[config.mk]
export PLATFORM = sky130hd
export DESIGN_NAME = regfile_32x64_flat
export DESIGN_NICKNAME = d
export VERILOG_FILES = /design/src/rtl/regfile_pkg.sv /design/src/rtl/regfile_32x64_if.sv /design/src/rtl/regfile_32x64_decoder5_32.sv /design/src/rtl/regfile_32x64.sv /design/src/flat_wrapper.sv
export SDC_FILE = /design/constraint.sdc
export NUM_CORES = 2
export LEC_CHECK = 0
export CORE_ASPECT_RATIO = 2
export CORE_MARGIN = 5
export CORE_UTILIZATION = 57
export DETAILED_ROUTE_END_ITERATION = 8
export PLACE_DENSITY = 0.79
export SETUP_SLACK_MARGIN = 0.02
export SYNTH_ARGS = -nofsm -noshare
export SYNTH_HDL_FRONTEND = slang
export SYNTH_SLANG_ARGS = --single-unit
[constraint.sdc]
create_clock -name clk -period 2.6 [get_ports clk]
set_input_delay 0.52 -clock clk [delete_from_list [all_inputs] [get_ports clk]]
set_output_delay 0.52 -clock clk [all_outputs]
set_load 0.01 [all_outputs]
[src/rtl/regfile_pkg.sv]
// Shared sizing constants for the 32 x 64-bit register file.
package regfile_pkg;

  localparam int unsigned DATA_W   = 64;
  localparam int unsigned ADDR_W   = 5;
  localparam int unsigned NUM_REGS = 32;
  // XZR: reads as zero, writes are discarded, no storage behind it.
  localparam int unsigned XZR_ADDR = 31;

endpackage

[src/rtl/regfile_32x64_if.sv]
// Register-file access bus: one write port, two combinational read ports.
interface regfile_32x64_if #(
  parameter int unsigned DATA_W = regfile_pkg::DATA_W,
  parameter int unsigned ADDR_W = regfile_pkg::ADDR_W
);

  logic              RegWrite;
  logic [ADDR_W-1:0] WriteRegister;
  logic [DATA_W-1:0] WriteData;
  logic [ADDR_W-1:0] ReadRegister1;
  logic [ADDR_W-1:0] ReadRegister2;
  logic [DATA_W-1:0] ReadData1;
  logic [DATA_W-1:0] ReadData2;

  modport master (
    output RegWrite, WriteRegister, WriteData, ReadRegister1, ReadRegister2,
    input  ReadData1, ReadData2
  );

  modport slave (
    input  RegWrite, WriteRegister, WriteData, ReadRegister1, ReadRegister2,
    output ReadData1, ReadData2
  );

endinterface

[src/rtl/regfile_32x64_decoder5_32.sv]
// One-hot write-enable decoder: 5-to-32 built from a 2-to-4 stage
// selecting one of four 3-to-8 decoders.

module decoder2_4 (
  input  logic       en,
  input  logic [1:0] in,
  output logic [3:0] out
);
  // One-hot select, all zero when disabled
  always_comb begin
    out = '0;
    if (en) out[in] = 1'b1;
  end
endmodule

module decoder3_8 (
  input  logic       en,
  input  logic [2:0] in,
  output logic [7:0] out
);
  // One-hot select, all zero when disabled
  always_comb begin
    out = '0;
    if (en) out[in] = 1'b1;
  end
endmodule

module decoder5_32 (
  input  logic        en,
  input  logic [4:0]  in,
  output logic [31:0] out
);
  logic [3:0] w_grp;

  decoder2_4 u_hi (
    .en  (en),
    .in  (in[4:3]),
    .out (w_grp)
  );

  for (genvar g = 0; g < 4; g++) begin : g_lo
    decoder3_8 u_lo (
      .en  (w_grp[g]),
      .in  (in[2:0]),
      .out (out[8*g +: 8])
    );
  end
endmodule

[src/rtl/regfile_32x64.sv]
// 32-entry register file, X31 hard-wired to zero, two combinational
// read ports with write-to-read bypass, asynchronous active-low reset.
module regfile_32x64 #(
  parameter int unsigned DATA_W = regfile_pkg::DATA_W,
  parameter int unsigned ADDR_W = regfile_pkg::ADDR_W
) (
  input  logic                  clk,
  input  logic                  reset_n,
  regfile_32x64_if.slave        bus
);
  import regfile_pkg::*;

  // Storage for X0..X30 only; X31 has no flops.
  logic [DATA_W-1:0]   r_regs   [NUM_REGS-1];
  logic [DATA_W-1:0]   w_rd_vec [NUM_REGS];
  logic [NUM_REGS-1:0] w_we;
  logic [ADDR_W-1:0]   w_waddr;
  logic [ADDR_W-1:0]   w_ra1;
  logic [ADDR_W-1:0]   w_ra2;
  logic [DATA_W-1:0]   w_wdata;
  logic [DATA_W-1:0]   w_rd1;
  logic [DATA_W-1:0]   w_rd2;
  logic                w_byp_ok;

  assign w_waddr = bus.WriteRegister;
  assign w_wdata = bus.WriteData;
  assign w_ra1   = bus.ReadRegister1;
  assign w_ra2   = bus.ReadRegister2;

  decoder5_32 u_dec (
    .en  (bus.RegWrite),
    .in  (w_waddr[4:0]),
    .out (w_we)
  );

  // Capture write data into the one enabled register; clear all on reset
  always_ff @(posedge clk or negedge reset_n) begin
    if (!reset_n) begin
      for (int unsigned i = 0; i < NUM_REGS - 1; i++) r_regs[i] <= '0;
    end else begin
      for (int unsigned i = 0; i < NUM_REGS - 1; i++) begin
        if (w_we[i]) r_regs[i] <= w_wdata;
      end
    end
  end

  // Mux source vector with the XZR slot tied to zero
  always_comb begin
    for (int unsigned i = 0; i < NUM_REGS - 1; i++) w_rd_vec[i] = r_regs[i];
    w_rd_vec[XZR_ADDR] = '0;
  end

  // Bypass is only legal for a live write that is not aimed at XZR;
  // the decoder's XZR line doubles as that qualifier.
  assign w_byp_ok = bus.RegWrite && !w_we[XZR_ADDR];

  // Read port 1: bypass newest write data, forced to zero during reset
  always_comb begin
    w_rd1 = '0;
    if (reset_n) begin
      if (w_byp_ok && (w_waddr == w_ra1)) w_rd1 = w_wdata;
      else                                w_rd1 = w_rd_vec[w_ra1];
    end
  end

  // Read port 2: same structure as port 1, fully independent
  always_comb begin
    w_rd2 = '0;
    if (reset_n) begin
      if (w_byp_ok && (w_waddr == w_ra2)) w_rd2 = w_wdata;
      else                                w_rd2 = w_rd_vec[w_ra2];
    end
  end

  assign bus.ReadData1 = w_rd1;
  assign bus.ReadData2 = w_rd2;

endmodule

[src/flat_wrapper.sv]
// flat-port wrapper written by rule: the top's interface ports become plain ports
module regfile_32x64_flat import regfile_pkg::*;
#(
  parameter int unsigned DATA_W = regfile_pkg::DATA_W,
  parameter int unsigned ADDR_W = regfile_pkg::ADDR_W
)
  (clk, reset_n, bus_RegWrite, bus_WriteRegister, bus_WriteData, bus_ReadRegister1, bus_ReadRegister2, bus_ReadData1, bus_ReadData2);
  regfile_32x64_if #(.DATA_W(DATA_W), .ADDR_W(ADDR_W)) bus_i ();
  input  logic clk;
  input  logic reset_n;
  input wire logic [$bits(bus_i.RegWrite)-1:0] bus_RegWrite;
  input wire logic [$bits(bus_i.WriteRegister)-1:0] bus_WriteRegister;
  input wire logic [$bits(bus_i.WriteData)-1:0] bus_WriteData;
  input wire logic [$bits(bus_i.ReadRegister1)-1:0] bus_ReadRegister1;
  input wire logic [$bits(bus_i.ReadRegister2)-1:0] bus_ReadRegister2;
  output wire logic [$bits(bus_i.ReadData1)-1:0] bus_ReadData1;
  output wire logic [$bits(bus_i.ReadData2)-1:0] bus_ReadData2;
  assign bus_i.RegWrite = bus_RegWrite;
  assign bus_i.WriteRegister = bus_WriteRegister;
  assign bus_i.WriteData = bus_WriteData;
  assign bus_i.ReadRegister1 = bus_ReadRegister1;
  assign bus_i.ReadRegister2 = bus_ReadRegister2;
  assign bus_ReadData1 = bus_i.ReadData1;
  assign bus_ReadData2 = bus_i.ReadData2;
  regfile_32x64 #(.DATA_W(DATA_W), .ADDR_W(ADDR_W)) u_core (.clk(clk), .reset_n(reset_n), .bus(bus_i));
endmodule
==> reports/qor.yml <==
outcome:
  status: "finished with violations"
  violations: "negative setup slack"
grt:
  grt_pass1_wl_um: 606000
  grt_pass1_vias: 89183
  grt_util_all_layers: 0.420
  grt_max_degree: 141
  grt-ovfl-total: 0
  antenna_found_initial: 15
critical_path:
  reg2reg_setup_slack_ps: 1430
  crit_type: "reg -> out"
  critPathCaptureType: "output port"
  reg2reg_depth: 4
  crit_fanout: 3
  critPathLaunchType: "register"
  timing.rr.start: "u_core.r_regs[1045]"
  cp_cell_sequence: "mux4_2 > and2_1 > a211oi_2 > a211o_2 > a21oi_2 > buf_2"
  crit_slowest_cell: "mux4_2"
  max_stage_delay_ps: 480
  required_ps: 2080
  cp.arrival_ps: 2910
  r2r_end: "u_core.r_regs[1045]"
drt:
  drt_pre_antenna_iters: 9
  antenna_left: 0
  avgRoutedWirePerCell_um: 37.9
  drt_iter0_drc: 11911
  vias_per_cell: 7.48
  vias: 84508
  drc: 0
  drt-total-wl_um: 429000
floorplan:
  std_cell_rows: 225
  die_h_um: 623
  coreArea_um2: 187000
  floorplan.initialDensity: 0.571
  dieArea_um2: 197000
  io_pins: 210
  die_w_um: 316
logic_synthesis:
  synthTopCellsByArea: "dfrtp_1 (46%), mux2_2 (20%), mux4_2 (18%)"
  synthArstFlopShare: 1.00
  yosys.area.top_type_share: 0.464
  syn_area_per_cell_um2: 14.5
  syn-cell-area_um2: 107000
  synth_cells: 7375
  synth_seq_cells: 1984
  synth_edf_count: 0
  synth_cell_type_count: 69
  syn-num-nets: 7457
  seq_area_frac_synth: 0.464
  ys_warn_count: 0
  synth_flop_cell: "dfrtp_1"
  yosys.area.top_type: "dfrtp_1"
cells_and_area:
  regMostFlops: "u_core.r_regs"
  fin_nets: 8740
  filler_cell_count: 10918
  final_common_cell: "dfrtp_1"
  layout_common_cells: "dfrtp_1 (1983), mux2_2 (1865), buf_4 (1219)"
  top_regs: "u_core.r_regs: 1984 flops"
  drive_gt1_frac: 0.610
  syn2layout_area_growth_pct: 26.4
  largest_reg_flops: 1984
timing:
  slew_viol_final: 0
  max_slew_margin: 0.207
  worstMarginPinSlew_ps: 1190
  setup_slack_ps: -826
  hold_viol: 0
  holdWs_ps: 85.3
  period_needed_ps: 3430
  fmax_mhz: 292
  skew_ps: 0
  finalSetupViolCount: 128
  rsz0062_at_grt: "yes"
  post-route-period-util: 1.32
worst_hold_path:
  hold_class: "in -> async"
cts:
  htree_levels: 4
  insertion_delay_ps: 830
  cts-root-buf: "clkbuf_16"
  cts_tree: "done"
  cts_made_buffers: 177
  clock_path_buffers: 4
  clock-sinks: 1984
  clk_pin_slew_worst_paths_ps: 80
power_and_ir_drop:
  leakage_nw: 59.6
  power.density_nw_per_um2: 709
  peakVddDrop_mv: 0.540
  power_w: 0.0960
job:
  cap_violations: 0
placed_design:
  numPortBuffers: 209
  hpwl_um: 270000
  gp_congestion: 0.941
## metal layers
layer | up-vias | track usage | routed length, um
li1 | 31140 | - | -
met1 | 42784 | 0.483 | 132000
met2 | 7596 | 0.628 | 191000
met5 | - | 0 | 71
met4 | 10 | 0.392 | 53800
met3 | 2978 | 0.122 | 52100
## Yosys cell counts (all sizes together) (82+ instances only)
cell type,count
mux2i,354
nand2,137
dfrtp,1984
o21ai,210
buf,424
clkbuf,394
mux4,838
a22oi,97
mux2,1934
a21oi,88
a221oi,82
nor2,135
## report_power, final
group	switching, W	internal [W]	total (W)
Sequential	0.00500	0.0369	0.0419
Clock	0.0125	0.0158	0.0283
Combinational	0.0110	0.0148	0.0257
Total	0.0284	0.0675	0.0960
## worst max-delay path: cells and delay by family, from the launching register on
kind | cells | cell delay [ps]
buf+inv | 1 | 150
simple gates | 1 | 220
flops | 1 | 410
mux | 1 | 480
compound gates | 3 | 800
## worst max-delay path by stage
stage               slack (ps)           endpoint                  from  cells past startpoint
finish                    -830  bus_ReadData1[22]   u_core.r_regs[1814]                      6
detailed placement       -1700  bus_ReadData2[16]  bus_WriteRegister[2]                     10
floorplan                  -40  bus_ReadData2[33]  bus_ReadRegister2[0]                      6
global placement         -1710  bus_ReadData2[16]  bus_WriteRegister[2]                     10
CTS                       -790  bus_ReadData2[51]   u_core.r_regs[1075]                      7
global route              -830  bus_ReadData2[51]   u_core.r_regs[1075]                      7
## logic make-up (layout without fill, tap and decap cells)
logic type / count (synthesis) / after routing / synth area share
mux: 3126 / 3126 / 0.413
flops: 1984 / 1984 / 0.464
compound gates: 934 / 934 / 0.0613
buf+inv: 882 / 2299 / 0.0409
simple gates: 439 / 439 / 0.0206
xor+xnor: 10 / 10 / 0.000818
other cells: 0 / 12 / 0
## metrics by stage
stage	cell area [um^2]	instances	TNS, ps	setup slack [ps]	utilization
2_1_floorplan	107000	7375	-672	-44.9	-
3_3_place_gp	123000	10726	-323160	-1710	0.658
3_5_place_dp	123000	10726	-346380	-1700	0.658
4_1_cts	133000	11199	-64870	-793	0.711
5_1_grt	135000	11293	-72520	-831	0.722
6_report	135000	11301	-67950	-826	0.722
## what timing repair did
item | in CTS | in global routing
cloned | 19 | 10
setup buffers | 173 | 95
hold buffers | 8 | 0
gates resized for setup | 1137 | 270
pin swaps | 299 | 147
endpoints found under the setup margin | 128 | 128
endpoints found under the hold margin | 153 | 0
## layout make-up
| class | instances | area (um^2) | share of cell area |
|---|---|---|---|
| multi-input cells | 4509 | 56300 | 0.416 |
| flip-flops and latches | 1984 | 49600 | 0.367 |
| repair buffers | 1922 | 20000 | 0.148 |
| clock buffers | 252 | 5220 | 0.0385 |
| well taps | 2497 | 3120 | 0.0231 |
| clock inverters | 61 | 822 | 0.00607 |
| inverters | 64 | 245 | 0.00181 |
| diodes | 12 | 30.0 | 0.000222 |
(Power assumes the default switching activity.)
